**src/rtl/irq_ctrl_pkg.sv**
```systemverilog
// Shared types and cause-ID constants for the interrupt request front end.
// Fast-line support is selected with the IRQ_FAST_EN macro.
package irq_ctrl_pkg;

  // Handshake FSM toward the main controller.
  typedef enum logic [1:0] {
    IDLE = 2'd0,
    REQ  = 2'd1,
    HOLD = 2'd2
  } irq_fsm_e;

  // Machine cause IDs as reported to the controller.
  localparam logic [4:0] IRQ_ID_SW        = 5'd3;
  localparam logic [4:0] IRQ_ID_TMR       = 5'd7;
  localparam logic [4:0] IRQ_ID_EXT       = 5'd11;
  localparam logic [4:0] IRQ_ID_FAST_BASE = 5'd16;

  // Enabled interrupt causes, one bit per source.
  typedef struct packed {
    logic        software;
    logic        timer;
    logic        external;
    logic [14:0] fast;
  } irq_t;

endpackage

```
**src/rtl/irq_if.sv**
```systemverilog
// Interrupt lines, CSR view and request/acknowledge handshake bundle.
// The master side is the interrupt front end; the slave side is the
// environment (interrupt sources, CSR file and controller FSM).
interface irq_if #(
  parameter int NUM_FAST = 15
);
  logic                irq_software_i;
  logic                irq_timer_i;
  logic                irq_external_i;
  logic [NUM_FAST-1:0] irq_fast_i;
  logic                irq_nm_i;
  logic [31:0]         csr_mie_i;
  logic                csr_mstatus_mie_i;
  logic                debug_mode_i;
  logic                nmi_mode_i;
  logic                irq_ack_i;
  logic [31:0]         mip_o;
  logic                irq_pending_o;
  logic                irq_enabled_o;
  logic                irq_nm_o;
  logic [4:0]          irq_id_o;
  logic                irq_req_o;

  modport master (
    input  irq_software_i, irq_timer_i, irq_external_i, irq_fast_i, irq_nm_i,
    input  csr_mie_i, csr_mstatus_mie_i, debug_mode_i, nmi_mode_i, irq_ack_i,
    output mip_o, irq_pending_o, irq_enabled_o, irq_nm_o, irq_id_o, irq_req_o
  );

  modport slave (
    output irq_software_i, irq_timer_i, irq_external_i, irq_fast_i, irq_nm_i,
    output csr_mie_i, csr_mstatus_mie_i, debug_mode_i, nmi_mode_i, irq_ack_i,
    input  mip_o, irq_pending_o, irq_enabled_o, irq_nm_o, irq_id_o, irq_req_o
  );
endinterface

```
**src/rtl/irq_prio_enc.sv**
```systemverilog
// Combinational priority encoder: NMI, fast[14..0], external, software, timer.
// Fast-line arbitration exists only when IRQ_FAST_EN is defined.
module irq_prio_enc
  import irq_ctrl_pkg::*;
(
  input  irq_t       irqs,
  input  logic       nmi,
  output logic       valid,
  output logic       nm,
  output logic [4:0] id
);

  // Later assignments override earlier ones, so causes are listed lowest priority first.
  always_comb begin
    id = '0;
    if (irqs.timer)    id = IRQ_ID_TMR;
    if (irqs.software) id = IRQ_ID_SW;
    if (irqs.external) id = IRQ_ID_EXT;
`ifdef IRQ_FAST_EN
    for (int i = 0; i < 15; i++) begin
      if (irqs.fast[i]) id = IRQ_ID_FAST_BASE + 5'(i);
    end
`endif
    // NMI carries no numeric cause ID.
    if (nmi) id = '0;
    nm    = nmi;
    valid = nmi | irqs.timer | irqs.software | irqs.external | (|irqs.fast);
  end

endmodule

```
**src/rtl/irq_ctrl.sv**
```systemverilog
// Interrupt request front end: registers raw lines into mip, latches the
// edge-triggered NMI, masks and prioritises causes, and presents a stable
// request to the controller through a REQ/HOLD handshake.
// Fast lines are sampled and arbitrated only when IRQ_FAST_EN is defined.
module irq_ctrl
  import irq_ctrl_pkg::*;
#(
  parameter int NUM_FAST = 15
)(
  input  logic clk,
  input  logic rst,
  irq_if.master bus
);

  // Bits of mip that can ever be set: software, timer, external, and the
  // fast lines actually present.
  localparam logic [31:0] MIP_MASK = {1'b0, 15'((32'd1 << NUM_FAST) - 32'd1), 16'h0888};

  logic [14:0] fast_lines;
  logic [31:0] mip_next;
  logic [31:0] mip_reg;
  logic [31:0] enabled;
  irq_t        enabled_set;
  logic        nm_prev_reg;
  logic        nmi_latch_reg;
  logic        nmi_latch_next;
  logic        nmi_clear;
  irq_fsm_e    state_reg;
  irq_fsm_e    state_next;
  logic        pending_reg;
  logic        enabled_reg;
  logic        nm_reg;
  logic [4:0]  id_reg;
  logic        pending;
  logic        eligible;
  logic        freeze;
  logic        enc_valid;
  logic        enc_nm;
  logic [4:0]  enc_id;

`ifdef IRQ_FAST_EN
  for (genvar gi = 0; gi < 15; gi++) begin : g_fast
    if (gi < NUM_FAST) begin : g_line
      assign fast_lines[gi] = bus.irq_fast_i[gi];
    end else begin : g_tie
      assign fast_lines[gi] = 1'b0;
    end
  end
`else
  assign fast_lines = '0;
`endif

  assign mip_next = {1'b0, fast_lines, 4'b0, bus.irq_external_i, 3'b0,
                     bus.irq_timer_i, 3'b0, bus.irq_software_i, 3'b0};

  // Stage 1: sample the interrupt lines, track the NMI line and hold the NMI latch.
  always_ff @(posedge clk) begin
    if (rst) begin
      mip_reg       <= '0;
      nm_prev_reg   <= 1'b0;
      nmi_latch_reg <= 1'b0;
    end else begin
      mip_reg       <= mip_next;
      nm_prev_reg   <= bus.irq_nm_i;
      nmi_latch_reg <= nmi_latch_next;
    end
  end

  assign enabled                = mip_reg & bus.csr_mie_i & MIP_MASK;
  assign pending                = |enabled;
  assign enabled_set.software   = enabled[IRQ_ID_SW];
  assign enabled_set.timer      = enabled[IRQ_ID_TMR];
  assign enabled_set.external   = enabled[IRQ_ID_EXT];
  assign enabled_set.fast       = enabled[30:16];

  irq_prio_enc u_prio_enc (
    .irqs  (enabled_set),
    .nmi   (nmi_latch_reg),
    .valid (enc_valid),
    .nm    (enc_nm),
    .id    (enc_id)
  );

  // NMI bypasses mstatus.MIE; nothing is requested in debug or NMI mode.
  assign eligible = ~bus.debug_mode_i & ~bus.nmi_mode_i &
                    (enc_nm | (enc_valid & bus.csr_mstatus_mie_i));

  // Handshake state register.
  always_ff @(posedge clk) begin
    if (rst) state_reg <= IDLE;
    else     state_reg <= state_next;
  end

  // Next state, output freeze on ack, and NMI latch update.
  always_comb begin
    state_next = state_reg;
    freeze     = 1'b0;
    nmi_clear  = 1'b0;
    case (state_reg)
      IDLE: if (eligible) state_next = REQ;
      REQ: begin
        if (bus.irq_ack_i) begin
          state_next = HOLD;
          freeze     = 1'b1;
          nmi_clear  = nm_reg;
        end else if (!eligible) begin
          state_next = IDLE;
        end
      end
      HOLD:    state_next = IDLE;
      default: state_next = IDLE;
    endcase
    // A fresh edge in the clearing cycle wins over the clear.
    nmi_latch_next = (bus.irq_nm_i & ~nm_prev_reg) | (nmi_latch_reg & ~nmi_clear);
  end

  // Stage 2: registered request view; cause is held through the acknowledged cycle.
  always_ff @(posedge clk) begin
    if (rst) begin
      pending_reg <= 1'b0;
      enabled_reg <= 1'b0;
      nm_reg      <= 1'b0;
      id_reg      <= '0;
    end else begin
      pending_reg <= pending;
      enabled_reg <= bus.csr_mstatus_mie_i;
      if (!freeze) begin
        nm_reg <= enc_nm;
        id_reg <= enc_id;
      end
    end
  end

  assign bus.mip_o         = mip_reg;
  assign bus.irq_pending_o = pending_reg;
  assign bus.irq_enabled_o = enabled_reg;
  assign bus.irq_nm_o      = nm_reg;
  assign bus.irq_id_o      = id_reg;
  assign bus.irq_req_o     = (state_reg == REQ) & (nm_reg | (pending_reg & enabled_reg));

endmodule

```
**src/flat_wrapper.sv**
```systemverilog
// flat-port wrapper written by rule: the top's interface ports become plain ports
module irq_ctrl_flat import irq_ctrl_pkg::*;
#(
  parameter int NUM_FAST = 15
)
  (clk, rst, bus_irq_software_i, bus_irq_timer_i, bus_irq_external_i, bus_irq_fast_i, bus_irq_nm_i, bus_csr_mie_i, bus_csr_mstatus_mie_i, bus_debug_mode_i, bus_nmi_mode_i, bus_irq_ack_i, bus_mip_o, bus_irq_pending_o, bus_irq_enabled_o, bus_irq_nm_o, bus_irq_id_o, bus_irq_req_o);
  irq_if #(.NUM_FAST(NUM_FAST)) bus_i ();
  input  logic clk;
  input  logic rst;
  input wire logic [$bits(bus_i.irq_software_i)-1:0] bus_irq_software_i;
  input wire logic [$bits(bus_i.irq_timer_i)-1:0] bus_irq_timer_i;
  input wire logic [$bits(bus_i.irq_external_i)-1:0] bus_irq_external_i;
  input wire logic [$bits(bus_i.irq_fast_i)-1:0] bus_irq_fast_i;
  input wire logic [$bits(bus_i.irq_nm_i)-1:0] bus_irq_nm_i;
  input wire logic [$bits(bus_i.csr_mie_i)-1:0] bus_csr_mie_i;
  input wire logic [$bits(bus_i.csr_mstatus_mie_i)-1:0] bus_csr_mstatus_mie_i;
  input wire logic [$bits(bus_i.debug_mode_i)-1:0] bus_debug_mode_i;
  input wire logic [$bits(bus_i.nmi_mode_i)-1:0] bus_nmi_mode_i;
  input wire logic [$bits(bus_i.irq_ack_i)-1:0] bus_irq_ack_i;
  output wire logic [$bits(bus_i.mip_o)-1:0] bus_mip_o;
  output wire logic [$bits(bus_i.irq_pending_o)-1:0] bus_irq_pending_o;
  output wire logic [$bits(bus_i.irq_enabled_o)-1:0] bus_irq_enabled_o;
  output wire logic [$bits(bus_i.irq_nm_o)-1:0] bus_irq_nm_o;
  output wire logic [$bits(bus_i.irq_id_o)-1:0] bus_irq_id_o;
  output wire logic [$bits(bus_i.irq_req_o)-1:0] bus_irq_req_o;
  assign bus_i.irq_software_i = bus_irq_software_i;
  assign bus_i.irq_timer_i = bus_irq_timer_i;
  assign bus_i.irq_external_i = bus_irq_external_i;
  assign bus_i.irq_fast_i = bus_irq_fast_i;
  assign bus_i.irq_nm_i = bus_irq_nm_i;
  assign bus_i.csr_mie_i = bus_csr_mie_i;
  assign bus_i.csr_mstatus_mie_i = bus_csr_mstatus_mie_i;
  assign bus_i.debug_mode_i = bus_debug_mode_i;
  assign bus_i.nmi_mode_i = bus_nmi_mode_i;
  assign bus_i.irq_ack_i = bus_irq_ack_i;
  assign bus_mip_o = bus_i.mip_o;
  assign bus_irq_pending_o = bus_i.irq_pending_o;
  assign bus_irq_enabled_o = bus_i.irq_enabled_o;
  assign bus_irq_nm_o = bus_i.irq_nm_o;
  assign bus_irq_id_o = bus_i.irq_id_o;
  assign bus_irq_req_o = bus_i.irq_req_o;
  irq_ctrl #(.NUM_FAST(NUM_FAST)) u_core (.clk(clk), .rst(rst), .bus(bus_i));
endmodule
```
**config.mk**
```make
export PLATFORM = sky130hd
export DESIGN_NAME = irq_ctrl_flat
export DESIGN_NICKNAME = d
export VERILOG_FILES = /design/src/rtl/irq_ctrl_pkg.sv /design/src/rtl/irq_if.sv /design/src/rtl/irq_prio_enc.sv /design/src/rtl/irq_ctrl.sv /design/src/flat_wrapper.sv
export SDC_FILE = /design/constraint.sdc
export NUM_CORES = 1
export LEC_CHECK = 0
export ABC_AREA = 1
export CAP_MARGIN = 30
export CORE_UTILIZATION = 29
export CTS_CLUSTER_DIAMETER = 30
export DETAILED_ROUTE_END_ITERATION = 6
export PLACE_DENSITY = 0.85
export SLEW_MARGIN = 40
export SYNTH_ARGS = -nofsm -noshare
export SYNTH_HDL_FRONTEND = slang
export SYNTH_HIERARCHICAL = 1
export SYNTH_SLANG_ARGS = --single-unit
export TNS_END_PERCENT = 10
```
**constraint.sdc**
```tcl
create_clock -name clk -period 1.6 [get_ports clk]
set_clock_uncertainty 0.2 [all_clocks]
set_input_delay 0.32 -clock clk [delete_from_list [all_inputs] [get_ports clk]]
set_output_delay 0.32 -clock clk [all_outputs]
set_load 0.01 [all_outputs]
```
==> results.md <==
* Status: finished clean
* Synthesized area per cell at 6.783 sq um
* H-tree Lvls at 1
* Yosys reg bits at 15
* FF-to-FF setup slack at 0.29 ns
* Layout cells sized above 1 at 13.98%
* Area leader, netlist: dfxtp_1
* Critical path type: register to primary output
* CTS Root Buffer Type: clkbuf_4
* Comb power frac at 21.6%
* Ranking of synthesized cells by area: dfxtp_1, buf_4, nor2_1
* Worst-path clk slew at 0.09 ns
* Height of the die at 59.23 um
* CP cell instances: buf_4 > dlygate4sd2_1
* Adder-cell share of the synthesized area at 0%
* Cell family with most CP delay: buffers and inverters
* Worst EP required at 1.08 ns
* Final Core Density at 40.28%
* R2R cell count at 8
* End of the critical path: bus_irq_nm_o
* GPL Wtd Cong at 0.8289
* Drt pass-1 iters at 5
* P_int at 0.0005654 W
* Startpoint types: register
* Yosys top cell area share at 31.62%
* Routed vias/inst at 3.378
* Post-CTS Setup Bufs at 0
* Slew Viols, Final at 0
* Synth Instances at 140
* Hold-fix buffers at CTS at 0
* Die area at 3508 sq um
* Complex-gate fraction of the synthesized area at 2.503%
* CTS Buffer Depth at 2
* Fin crit period at 1.538 ns
* Via Count at 777
* Syn. warnings at 6
* Initial antenna violation count at 0
* CTS resizes at 16
* Switching Power at 0.0002393 W
* GR Util All Layers at 9.918%
* Buffers and inverters on the worst path at 2
* FMAX at 650.4 MHz
* Vias in the first global route at 670
* Placed cell count at 226
* Non-Filler Instances at 230
* Clock Power Share at 27.7%
* Largest family of logic cells by synthesized area: buffers and inverters
* Core area at 3078 sq um
* Slowest cell on crit path: dfxtp_1
* Synth Area in XOR/XNOR at 0%
* Clock sink count at 15
* Row cnt at 20
* Port bufs at 24
* Max stage delay on crit path at 0.32 ns
* PwrDens at 648.9 nW/um^2
* Most frequent cells in the layout: conb_1, nor2_1, nand2_1, inv_1, dfxtp_1
* R2r startpoint: u_core/bus.mip_o[11]$_SDFF_PP0_
* Synthesis-to-layout area growth at 30.57%
* CTS Buf Count at 3
* Setup crit start: u_core/bus.irq_nm_o$_SDFFE_PP0N_
* Yosys cell types at 19
* Critical path endpoint category: primary output
* Post-route DRC violation count at 0
* First-pass GRT wire length at 2518 um
* Worst-path fanout max at 2
* Skew-Pair Late Insertion Delay at 0.29 ns
* Commonest non-fill, non-tap cell in the layout: conb_1
* Overflow after GRT at 0
* Final critical-path share of the clock period at 96.10%
* Final hold violations at 0
* Synth Area in Simple Gates at 29.78%
* Detailed router's first-iteration violation count at 7
* Seq/Total Area, Yosys at 31.62%
* Fin nets at 244
* Sequential group share of total power at 50.7%
* Post-synthesis mux area share at 0%
* Crit path DAT at 1.02 ns
* RSZ-0062 raised after global routing: no
* Antenna viol nets, final at 0
* Ant diodes at 0
* Final setup viols at 0
* Post-Syn Area at 949.7 sq um
* Max-Cap Viols at 0
* Die Wd at 59.23 um
* DP Wirelength at 1265 um
* Initial Util at 30.85%
* Worst r2r dst: u_core/state_reg[0]$_SDFFE_PP0P_
* Crit path depth at 2
* CTS tree: done
* Switch share at 29.73%
* Hold crit path type: register to register
* Hold_ws at 0.2773 ns
* Largest net degree at the start of global routing at 13
* Setup TNS at 0 ns
* Final WL at 1538 um
* Maximum VDD drop at 0.2150 mV
* DR WL/cell at 6.687 um
* IO Count at 98
* Leakage at 0.7261 nW
* Max reg flops at 5
[power by group through the flow]
stage / clock, W / sequential (W) / combinational (W)
finish: 0.000223 / 0.000408 / 0.000174
global route: 0.000253 / 0.000410 / 0.000198
CTS: 0.000237 / 0.000408 / 0.000173
detailed placement: 0 / 0.000417 / 0.000183
global placement: 0 / 0.000416 / 0.000181
floorplan: 0 / 0.000422 / 0.000154
[layout make-up]
class	count	area, sq um
clock inverters	1	5.005
flip-flops and latches	15	301.5
multi-input cells	113	475.5
repair buffers	33	301.5
inverters	21	78.83
clock buffers	3	22.52
fillers	344	1838
well taps	44	55.05
[kinds of logic (layout without fill, tap and decap cells)]
logic type,count (synthesis),in the layout
buffers and inverters,55,58
and+or+nand+nor,64,64
other,2,45
AOI/OAI and AO/OA,4,4
DFF,15,15
[tightest hold or removal path, delay by kind of cell (launching register included)]
family | cells | cell delay (ns)
buffers and inverters | 1 | 0.04
flip-flops | 1 | 0.31
AND/OR/NAND/NOR | 2 | 0.10
[worst min path at each step]
| stage | start | to | slack (ns) | cells after the start |
|---|---|---|---|---|
| 6_report | u_core/nm_prev_reg$_SDFF_PP0_ | u_core/nmi_latch_reg$_SDFF_PP0_ | 0.28 | 3 |
| 5_1_grt | u_core/bus.irq_id_o[1]$_SDFFE_PP0N_ | u_core/bus.irq_id_o[1]$_SDFFE_PP0N_ | 0.30 | 2 |
| 4_1_cts | u_core/nm_prev_reg$_SDFF_PP0_ | u_core/nmi_latch_reg$_SDFF_PP0_ | 0.28 | 3 |
| 3_5_place_dp | u_core/nm_prev_reg$_SDFF_PP0_ | u_core/nmi_latch_reg$_SDFF_PP0_ | 0.26 | 3 |
| 3_3_place_gp | u_core/nm_prev_reg$_SDFF_PP0_ | u_core/nmi_latch_reg$_SDFF_PP0_ | 0.24 | 3 |
| 2_1_floorplan | bus_csr_mstatus_mie_i | u_core/bus.irq_enabled_o$_SDFF_PP0_ | 0.23 | 2 |
[cells in the mapped netlist]
library cell / n
buf_4: 32
nor2_1: 28
inv_1: 20
nand2_1: 20
dfxtp_1: 15
nand3_1: 4
nor2_2: 4
a21oi_1: 3
nand2_2: 3
conb_1: 2
a21oi_2: 1
and2_0: 1
buf_2: 1
buf_6: 1
inv_2: 1
nand2_4: 1
nand3_2: 1
nor3_1: 1
nor4_1: 1
[metal layers]
| layer | wire [um] | up-vias | track usage, % |
|---|---|---|---|
| met2 | 730 | 39 | 16.05 |
| met4 | 33 | 0 | 8.163 |
| met3 | 118 | 3 | 1.965 |
| met5 | 0 | - | 0 |
| li1 | - | 426 | - |
| met1 | 656 | 309 | 11.20 |
[per-stage QoR]
| stage | area (sq um) | setup slack [ns] | total power (W) |
|---|---|---|---|
| after floorplan | 1111 | 0.3283 | 0.0005759 |
| after global placement | 1230 | -0.1502 | 0.0005968 |
| after detailed placement | 1230 | -0.1278 | 0.0006005 |
| after CTS | 1240 | 0.04468 | 0.0008180 |
| after global routing | 1240 | 0.02263 | 0.0008608 |
| final | 1240 | 0.06245 | 0.0008046 |
Power figures use the tool's default switching activity.
